===== config.mk =====
export PLATFORM = sky130hd
export DESIGN_NAME = frame_window_reader
export DESIGN_NICKNAME = d
export VERILOG_FILES = /design/src/rtl/frame_window_reader.sv
export SDC_FILE = /design/constraint.sdc
export NUM_CORES = 1
export LEC_CHECK = 0
export CAP_MARGIN = 10
export CORE_UTILIZATION = 40
export CTS_BUF_LIST = sky130_fd_sc_hd__clkbuf_4 sky130_fd_sc_hd__clkbuf_8
export CTS_CLUSTER_DIAMETER = 120
export DETAILED_ROUTE_END_ITERATION = 6
export GPL_TIMING_DRIVEN = 0
export PLACE_DENSITY = 0.67
export SYNTH_ARGS = -nofsm -noshare
export SYNTH_HDL_FRONTEND = slang
export SYNTH_SLANG_ARGS = --single-unit

===== constraint.sdc =====
create_clock -name I_CLK -period 4.9 [get_ports I_CLK]
set_input_delay 1.47 -clock I_CLK [delete_from_list [all_inputs] [get_ports I_CLK]]
set_output_delay 1.47 -clock I_CLK [all_outputs]
set_load 0.005 [all_outputs]

===== src/rtl/frame_window_reader.sv =====
// frame_window_reader: walks one 3-row band of the line frame buffer left to
// right and hands 3x3 pixel windows to the edge-detection kernel over a
// valid/ready handshake. The band's top row is supplied per pass, and rows
// wrap modulo 3 from there.
module frame_window_reader #(
  parameter int P_COLUMNS     = 640,
  parameter int P_PIXEL_DEPTH = 24
) (
  input  logic                         I_CLK,
  input  logic                         I_RESET,
  input  logic                         I_START,
  input  logic [1:0]                   I_TOP_ROW,
  output logic [$clog2(P_COLUMNS)-1:0] O_FB_COLUMN,
  output logic [1:0]                   O_FB_ROW,
  output logic                         O_FB_READ_ENABLE,
  input  logic [P_PIXEL_DEPTH-1:0]     I_FB_PIXEL,
  output logic [9*P_PIXEL_DEPTH-1:0]   O_WINDOW,
  output logic                         O_VALID,
  input  logic                         I_READY,
  output logic                         O_BUSY,
  output logic                         O_DONE
);

  localparam int CW = $clog2(P_COLUMNS);
  localparam int PD = P_PIXEL_DEPTH;
  localparam logic [CW-1:0] LAST_COL = CW'(P_COLUMNS - 1);

  typedef enum logic [1:0] {
    S_IDLE,
    S_READ,
    S_CAPTURE,
    S_PRESENT
  } state_t;

  state_t          state_q, state_d;
  logic [1:0]      top_q, top_d;
  logic [1:0]      k_q, k_d;
  logic [1:0]      loaded_q, loaded_d;
  logic [CW-1:0]   col_q, col_d;
  logic [PD-1:0]   slot0_q, slot0_d;
  logic [PD-1:0]   slot1_q, slot1_d;
  logic [9*PD-1:0] window_q, window_d;
  logic [9*PD-1:0] window_shift;
  logic [3*PD-1:0] new_col;
  logic [2:0]      row_sum;
  logic [1:0]      fb_row;

  // Physical row for read k of the current column: (top + k) mod 3.
  assign row_sum = {1'b0, top_q} + {1'b0, k_q};
  assign fb_row  = (row_sum >= 3'd3) ? 2'(row_sum - 3'd3) : 2'(row_sum);

  // Slot 2 is not registered: it arrives on the bus during the capture cycle.
  assign new_col = {I_FB_PIXEL, slot1_q, slot0_q};

  // Window shifted one column left with the freshly read column on the right.
  for (genvar gi = 0; gi < 3; gi++) begin : g_shift
    assign window_shift[(3*gi+0)*PD +: PD] = window_q[(3*gi+1)*PD +: PD];
    assign window_shift[(3*gi+1)*PD +: PD] = window_q[(3*gi+2)*PD +: PD];
    assign window_shift[(3*gi+2)*PD +: PD] = new_col[gi*PD +: PD];
  end

  assign O_WINDOW = window_q;
  assign O_BUSY   = (state_q != S_IDLE);

  // Next-state, datapath updates and frame buffer / handshake outputs.
  always_comb begin
    state_d          = state_q;
    top_d            = top_q;
    k_d              = k_q;
    loaded_d         = loaded_q;
    col_d            = col_q;
    slot0_d          = slot0_q;
    slot1_d          = slot1_q;
    window_d         = window_q;
    O_FB_READ_ENABLE = 1'b0;
    O_FB_COLUMN      = '0;
    O_FB_ROW         = '0;
    O_VALID          = 1'b0;
    O_DONE           = 1'b0;
    case (state_q)
      S_IDLE: begin
        if (I_START) begin
          top_d    = (I_TOP_ROW == 2'd3) ? 2'd0 : I_TOP_ROW;
          col_d    = '0;
          loaded_d = 2'd0;
          k_d      = 2'd0;
          state_d  = S_READ;
        end
      end
      S_READ: begin
        O_FB_READ_ENABLE = 1'b1;
        O_FB_COLUMN      = col_q;
        O_FB_ROW         = fb_row;
        // Data on the bus now belongs to the read issued one cycle earlier.
        if (k_q == 2'd1) slot0_d = I_FB_PIXEL;
        if (k_q == 2'd2) slot1_d = I_FB_PIXEL;
        if (k_q == 2'd2) begin
          k_d     = 2'd0;
          state_d = S_CAPTURE;
        end else begin
          k_d = k_q + 2'd1;
        end
      end
      S_CAPTURE: begin
        window_d = window_shift;
        loaded_d = (loaded_q == 2'd3) ? 2'd3 : loaded_q + 2'd1;
        if (loaded_q >= 2'd2) begin
          state_d = S_PRESENT;
        end else begin
          col_d   = col_q + 1'b1;
          state_d = S_READ;
        end
      end
      S_PRESENT: begin
        O_VALID = 1'b1;
        if (I_READY) begin
          if (col_q == LAST_COL) begin
            O_DONE  = 1'b1;
            state_d = S_IDLE;
          end else begin
            col_d   = col_q + 1'b1;
            state_d = S_READ;
          end
        end
      end
      default: state_d = S_IDLE;
    endcase
  end

  // State and datapath registers; reset clears everything including the window.
  always_ff @(posedge I_CLK) begin
    if (I_RESET) begin
      state_q  <= S_IDLE;
      top_q    <= 2'd0;
      k_q      <= 2'd0;
      loaded_q <= 2'd0;
      col_q    <= '0;
      slot0_q  <= '0;
      slot1_q  <= '0;
      window_q <= '0;
    end else begin
      state_q  <= state_d;
      top_q    <= top_d;
      k_q      <= k_d;
      loaded_q <= loaded_d;
      col_q    <= col_d;
      slot0_q  <= slot0_d;
      slot1_q  <= slot1_d;
      window_q <= window_d;
    end
  end

endmodule


==> impl_metrics.csv, run 1 <==
group,metric,value,unit
die,initial_utilization,41.1,%
cells_and_area,finalCoreUtilization,57.2,%
sta,post-route-period-util,90.4,%
cells_and_area,area_growth_syn_to_layout,39.1,%
placement,hpwl,23.0,mm
global_routing,first_global_vias,8913,
sta,maxClockFrequency,226,MHz
cells_and_area,number_of_fill_cells_in_the_layout,2353,
placement,place_worst_setup_slack,0.731,ns
flow_run,drv.max_cap_violation_count,0,
synthesis,netlist_instances,1290,
drt,route.detailed.drc,0,
hold_path,hold-path-cell-count,2,
synthesis,synthesis.area_per_instance,7.82,um^2
sta,slew_viol_final,0,
placement,dpl_cell_area,13100,um^2
setup_path,critical_path_arrival,2.96,ns
clock_tree,cts-root-buf,"clkbuf_8",
die,fp.dieH,161,um
setup_path,crit-reg2reg-capture,"O_WINDOW[49]$_SDFFE_PP0P_",
synthesis,syn_nets,1324,
die,top_level_ports,262,
synthesis,netlist_top_cells_area,"dfxtp_1, nand2_1, a21oi_1",
synthesis,ys_async_sr_fraction,0,%
global_routing,grt_max_degree,12,
synthesis,yosysWarnings,0,
synthesis,yosys.area.top_type,"dfxtp_1",
synthesis,synth_enable_flop_cells,0,
placement,place.port_buffers,261,
synthesis,synth_top_cells_by_count,"nand2_1, dfxtp_1, a21oi_1",
power,sw_frac_of_total,24.7,%
cells_and_area,share_of_post_route_cells_with_drive_strength_above_1,6.32,%
synthesis,synthMostInstantiatedCell,"nand2_1",
clock_tree,clk_pin_slew,0.06,ns
die,design.core.area,24500,um^2
setup_path,cp-end-kind,"output port",
clock_tree,cts_tree,"built",
setup_path,critical_path_class,"reg2out",
synthesis,yosysUniqueCellTypes,41,
clock_tree,clk_path_buf_depth,3,
die,dieArea,25900,um^2
global_routing,grt_first_pass_wirelength,48.3,mm
placement,dpl.cell_count,1875,
hold_path,whs_endpoint,"O_WINDOW[89]$_SDFFE_PP0P_",
drt,routed_wirelength,30.8,mm
cells_and_area,num-nets-final,1634,
drt,routed_via_density,4.87,
power,seq_power_share,49.3,%
power,total_leakage_power,4.61,nW
placement,gpl.final_weighted_congestion,0.837,
clock_tree,cts_setup_buffers,0,
clock_tree,clkSinkCount,282,
setup_path,setup.reg_to_reg.worst_slack,2.68,ns
sta,grt_setup_unrepaired,"false",
setup_path,critical_path_required,3.43,ns
drt,ant_nets,0,
sta,hold_viol_final,0,
setup_path,critical_path.max_stage_delay,0.56,ns
drt,wl_per_cell,15.8,um
sta,layout_min_cycle_time,4.43,ns
global_routing,grt_antenna_before_repair,0,
sta,setup_viol,0,
power,clock_power_share,43.3,%
power,share_comb_of_total_power,7.4,%
hold_path,holdCritPathClass,"reg2reg",
clock_tree,cts-htree-levels,2,
cells_and_area,multiInputGateArea,4030,um^2
global_routing,grt.overflow.total,0,
setup_path,crit-reg2reg-launch,"state_q[0]$_SDFFE_PP0P_",
sta,totalNegativeSetupSlack,0,ns
setup_path,cpMaxStageDelayCell,"clkdlybuf4s50_1",
synthesis,synth.ff_latch_count,282,
synthesis,synth_top_area_share,55.9,%
cells_and_area,post_layout_nonfiller_instances,1954,
status,run_status,"finished, final reports clean",
sta,worst_slew_pin_slew,0.858,ns
drt,drt_iter0_drc,658,
sta,worst_clock_skew,0.0141,ns
setup_path,worst_r2r_path_cells,7,
setup_path,crit_path_max_fanout,7,
synthesis,seq_area_frac_synth,55.9,%
sta,final.setup.worst_slack,0.468,ns
die,placementRows,57,
synthesis,synth_top_flop_cell,"dfxtp_1",
drt,dr_total_vias,9523,
drt,first_pass_iters,5,
power,power.density,339,nW/um^2
cells_and_area,register_area,5650,um^2
hold_path,min-delay-start,"O_WINDOW[89]$_SDFFE_PP0P_",
clock_tree,post_cts_resized,0,
power,report.power.total,4.76,mW
global_routing,grt_use_total,23.4,%
clock_tree,post_cts_hold_buffer_count,0,
power,ir_worst_vdd,0.172,mV
setup_path,crit_path_start_kind,"flip-flop",
cells_and_area,insertedDiodeCount,0,
synthesis,synthesis.area,10100,um^2
setup_path,timing.critical_path.cells,"ha_1, inv_1, fa_1, inv_1, ha_1, nand3b_1, a211oi_1, clkdlybuf4s50_1",
sta,hold-worst-slack,0.452,ns
sta,max_slew_margin,42.8,%
die,chip_width,161,um
clock_tree,cts_buffers,47,
power,p_int,3.58,mW
cells_and_area,fin_area,14000,um^2
clock_tree,clock_latency,0.54,ns
power,p_sw,1.17,mW
-- layout make-up --
cell class | instances | share of cell area (%)
plain buffers | 92 | 2.71
clock buffers | 71 | 6.34
clock inverters | 8 | 0.285
inverters | 9 | 0.241
multi-input cells | 907 | 28.7
flip-flops and latches | 282 | 40.2
well taps | 324 | 2.89
repair buffers | 261 | 18.6
-- cells in the final DEF (no fill, tap or decap), types with 2 or more instances in the layout --
cell | netlist | layout
nand2_1 | 545 | 545
a22o_1 | 5 | 5
ha_1 | 3 | 3
and2_1 | 14 | 14
buf_2 | 13 | 13
nor2_1 | 12 | 12
or4b_1 | 2 | 2
a211oi_1 | 2 | 2
inv_1 | 8 | 8
buf_6 | 2 | 2
clkbuf_1 | 71 | 71
nor4_1 | 2 | 2
clkdlybuf4s50_1 | 0 | 261
o22ai_1 | 4 | 4
nand3b_1 | 4 | 4
o21ai_1 | 3 | 3
nor2b_1 | 2 | 2
a21oi_1 | 275 | 275
clkbuf_4 | 0 | 14
clkbuf_8 | 0 | 57
nand2b_1 | 3 | 3
nand3_1 | 7 | 7
buf_1 | 5 | 5
clkinv_2 | 0 | 8
dfxtp_1 | 282 | 282
and3_1 | 2 | 2
nor3_1 | 4 | 4
a31oi_1 | 3 | 3
-- worst max-delay path by stage --
| stage | startpoint | end | slack (ns) | cells after the start |
|---|---|---|---|---|
| 5_1_grt | k_q[0]$_SDFFE_PP0P_ | O_FB_ROW[0] | 0.26 | 8 |
| 3_3_place_gp | I_READY | O_DONE | 0.71 | 4 |
| 3_5_place_dp | I_READY | O_DONE | 0.73 | 4 |
| 4_1_cts | k_q[0]$_SDFFE_PP0P_ | O_FB_ROW[0] | 0.45 | 8 |
| 6_report | k_q[0]$_SDFFE_PP0P_ | O_FB_ROW[0] | 0.47 | 8 |
| 2_1_floorplan | k_q[0]$_SDFFE_PP0P_ | O_FB_ROW[0] | 1.69 | 7 |
-- critical path, delay by kind of cell, from the launching register on --
family / cells / cell delay [ns]
buf+inv: 3 / 0.66
fa+ha+maj: 3 / 0.87
simple gates: 1 / 0.18
compound gates: 1 / 0.25
flops: 1 / 0.45
-- power by group through the flow --
| stage | clock, mW | sequential [mW] | combinational [mW] |
|---|---|---|---|
| after floorplan | 0 | 2.39 | 0.195 |
| after global placement | 0 | 2.39 | 0.347 |
| after detailed placement | 0 | 2.39 | 0.349 |
| after CTS | 2.10 | 2.34 | 0.351 |
| after global routing | 2.21 | 2.35 | 0.385 |
| final | 2.06 | 2.34 | 0.352 |
-- registers in the layout (all words and copies together), names as in the netlist --
| signal | flops |
|---|---|
| O_WINDOW | 216 |
| col_q | 10 |
| k_q | 2 |
| loaded_q | 2 |
| slot0_q | 24 |
| slot1_q | 24 |
| state_q | 2 |
| top_q | 2 |
-- routing by layer --
layer / global-route usage (%) / vias to the layer above / routed length [um]
met1: 30.8 / 4371 / 14000
met5: 0 / - / 0
met3: 5.37 / 42 / 2080
li1: - / 4808 / -
met4: 6.35 / 0 / 551
met2: 38.4 / 302 / 14200
-- cells by family (layout without fill, tap and decap cells) --
logic type	count (synthesis)	count (layout)	synth area share, %
buf+inv	101	441	4.10
flops	282	282	55.9
fa+ha+maj	4	4	0.570
simple gates	604	604	23.8
compound gates	299	299	15.6
(Power assumes the default switching activity.)
==> inputs of run 2 (changes only) <==
CTS_CLUSTER_SIZE = 8   (was not set)
REMOVE_ABC_BUFFERS = 1   (was not set)
==> run 2 against run 1 <==
Effect of this change:
- sequential power hardly changed
- total power is 11% lower
- clock skew is 0.014 ns higher
- critical path type unchanged
==> impl_metrics.csv, run 2 (same netlist as run 1, synthesis figures left out) <==
group,metric,value,unit
global_routing,use_met1,26.5,%
clock_tree,cts-root-buf,"clkbuf_8",
drt,routed_via_density,4.92,
clock_tree,clkSinkCount,282,
setup_path,cp-end-kind,"output port",
cells_and_area,post_layout_nonfiller_instances,1841,
setup_path,critical_path_required,3.43,ns
sta,grt_setup_unrepaired,"false",
sta,layout_min_cycle_time,4.47,ns
clock_tree,cts-htree-levels,2,
setup_path,setup.reg_to_reg.worst_slack,2.38,ns
placement,dpl.cell_count,1795,
die,placementRows,57,
sta,hold_viol_final,0,
placement,dpl_cell_area,13100,um^2
setup_path,crit_buf_inv,3,
cells_and_area,final_cell_mix,"nand2_1, dfxtp_1, a21oi_1",
global_routing,grt_use_total,19.7,%
drt,dr_total_vias,9065,
cells_and_area,max_reg_flops,216,
die,dieArea,25900,um^2
clock_tree,post_cts_resized,0,
setup_path,critical_path.top_delay_family,"adder cells",
clock_tree,clock_latency,0.52,ns
sta,post-route-period-util,91.3,%
die,initial_utilization,41.1,%
die,design.core.area,24500,um^2
setup_path,crit_path_start_kind,"flip-flop",
clock_tree,cts_setup_buffers,0,
cells_and_area,share_of_post_route_cells_with_drive_strength_above_1,4.55,%
clock_tree,clk_pin_slew,0.06,ns
global_routing,grt.overflow.total,0,
cells_and_area,area_growth_syn_to_layout,35.5,%
placement,gpl.final_weighted_congestion,0.766,
setup_path,crit_path_max_fanout,7,
sta,setup_viol,0,
sta,worst_slew_pin_slew,0.937,ns
power,total_leakage_power,4.42,nW
cells_and_area,fin_area,13700,um^2
setup_path,timing.critical_path.cells,"ha_1, inv_1, fa_1, inv_1, ha_1, nand3b_1, a211oi_1, clkdlybuf4s50_1",
global_routing,grt_max_degree,144,
drt,drt_iter0_drc,667,
sta,max_slew_margin,37.6,%
global_routing,first_global_vias,8296,
cells_and_area,insertedDiodeCount,0,
placement,place.port_buffers,261,
hold_path,holdCritPathClass,"reg2reg",
clock_tree,post_cts_hold_buffer_count,0,
clock_tree,cts_buffers,41,
clock_tree,cts_tree,"built",
sta,worst_clock_skew,0.0280,ns
setup_path,critical_path_class,"reg2out",
setup_path,critical_path_arrival,3.00,ns
drt,first_pass_iters,5,
global_routing,grt_antenna_before_repair,0,
cells_and_area,num-nets-final,1549,
drt,ant_nets,0,
flow_run,drv.max_cap_violation_count,0,
status,run_status,"finished, final reports clean",
die,chip_width,161,um
die,fp.dieH,161,um
drt,wl_per_cell,14.3,um
global_routing,gr-usage-met3,3.59,%
sta,slew_viol_final,0,
die,top_level_ports,262,
power,report.power.total,4.25,mW
drt,routed_wirelength,26.3,mm
cells_and_area,final_common_cell,"nand2_1",
setup_path,critical_path.max_stage_delay,0.58,ns
clock_tree,clk_path_buf_depth,3,
power,power.density,311,nW/um^2
global_routing,grt_first_pass_wirelength,42.5,mm
power,ir_worst_vdd,0.217,mV
cells_and_area,finalCoreUtilization,55.7,%
setup_path,cpMaxStageDelayCell,"clkdlybuf4s50_1",
drt,route.detailed.drc,0,
global_routing,busiest_layer,"met2",
placement,hpwl,16.6,mm
sta,maxClockFrequency,224,MHz
sta,totalNegativeSetupSlack,0,ns
global_routing,grt.met2_usage,32.4,%
-- run 2: changes by cell type in the layout (fill, tap and decap cells not counted), sizes merged --
cell           delta
buf               -7
clkinvlp          +1
clkbuf           -99
clkinv            -7
clkdlybuf4s50     -1
-- run 2: cell type report --
cell class / instances / area, um^2
inverters: 9 / 33.8
clock inverters: 2 / 16.3
clock buffers: 43 / 592
fillers: 2349 / 10900
repair buffers: 274 / 2930
well taps: 324 / 405
multi-input cells: 907 / 4060
flip-flops and latches: 282 / 5650
-- run 2: worst paths after layout --
kind / startpoint / end / depth (start not counted)
max: k_q[0]$_SDFFE_PP0P_ / O_FB_ROW[0] / 8
min: slot0_q[2]$_SDFFE_PP0P_ / O_WINDOW[50]$_SDFFE_PP0P_ / 2
max reg2reg: state_q[1]$_SDFFE_PP0P_ / O_WINDOW[104]$_SDFFE_PP0P_ / 5
min reg2reg: slot0_q[2]$_SDFFE_PP0P_ / O_WINDOW[50]$_SDFFE_PP0P_ / 2
-- run 2: power by group --
group / internal [mW] / total (mW) / switching, mW / leakage (nW)
combinational: 0.119 / 0.334 / 0.215 / 1.83
clock: 0.781 / 1.57 / 0.792 / 0.313
sequential: 2.32 / 2.35 / 0.0266 / 2.27
-- run 2: through the flow --
stage | hold slack [ns] | worst slack, ns
6_report | 0.436 | 0.428
5_1_grt | 0.466 | 0.220
4_1_cts | 0.444 | 0.338
3_5_place_dp | 0.443 | 0.744
3_3_place_gp | 0.436 | -8.33
2_1_floorplan | 0.426 | -3.35
-- run 2: tightest hold or removal path: cells and delay by family, from the launching register on --
kind | cells | cell delay (ns)
AOI/OAI and AO/OA | 1 | 0.05
DFF | 1 | 0.30
and+or+nand+nor | 1 | 0.05
-- run 2: per-layer routing --
metal | vias to the layer above | wire length (um) | share of wire (%)
li1 | 4608 | - | -
met1 | 4205 | 12000 | 46
met2 | 216 | 12600 | 48
met3 | 36 | 1200 | 4.6
met4 | 0 | 425 | 1.6
met5 | - | 0 | 0
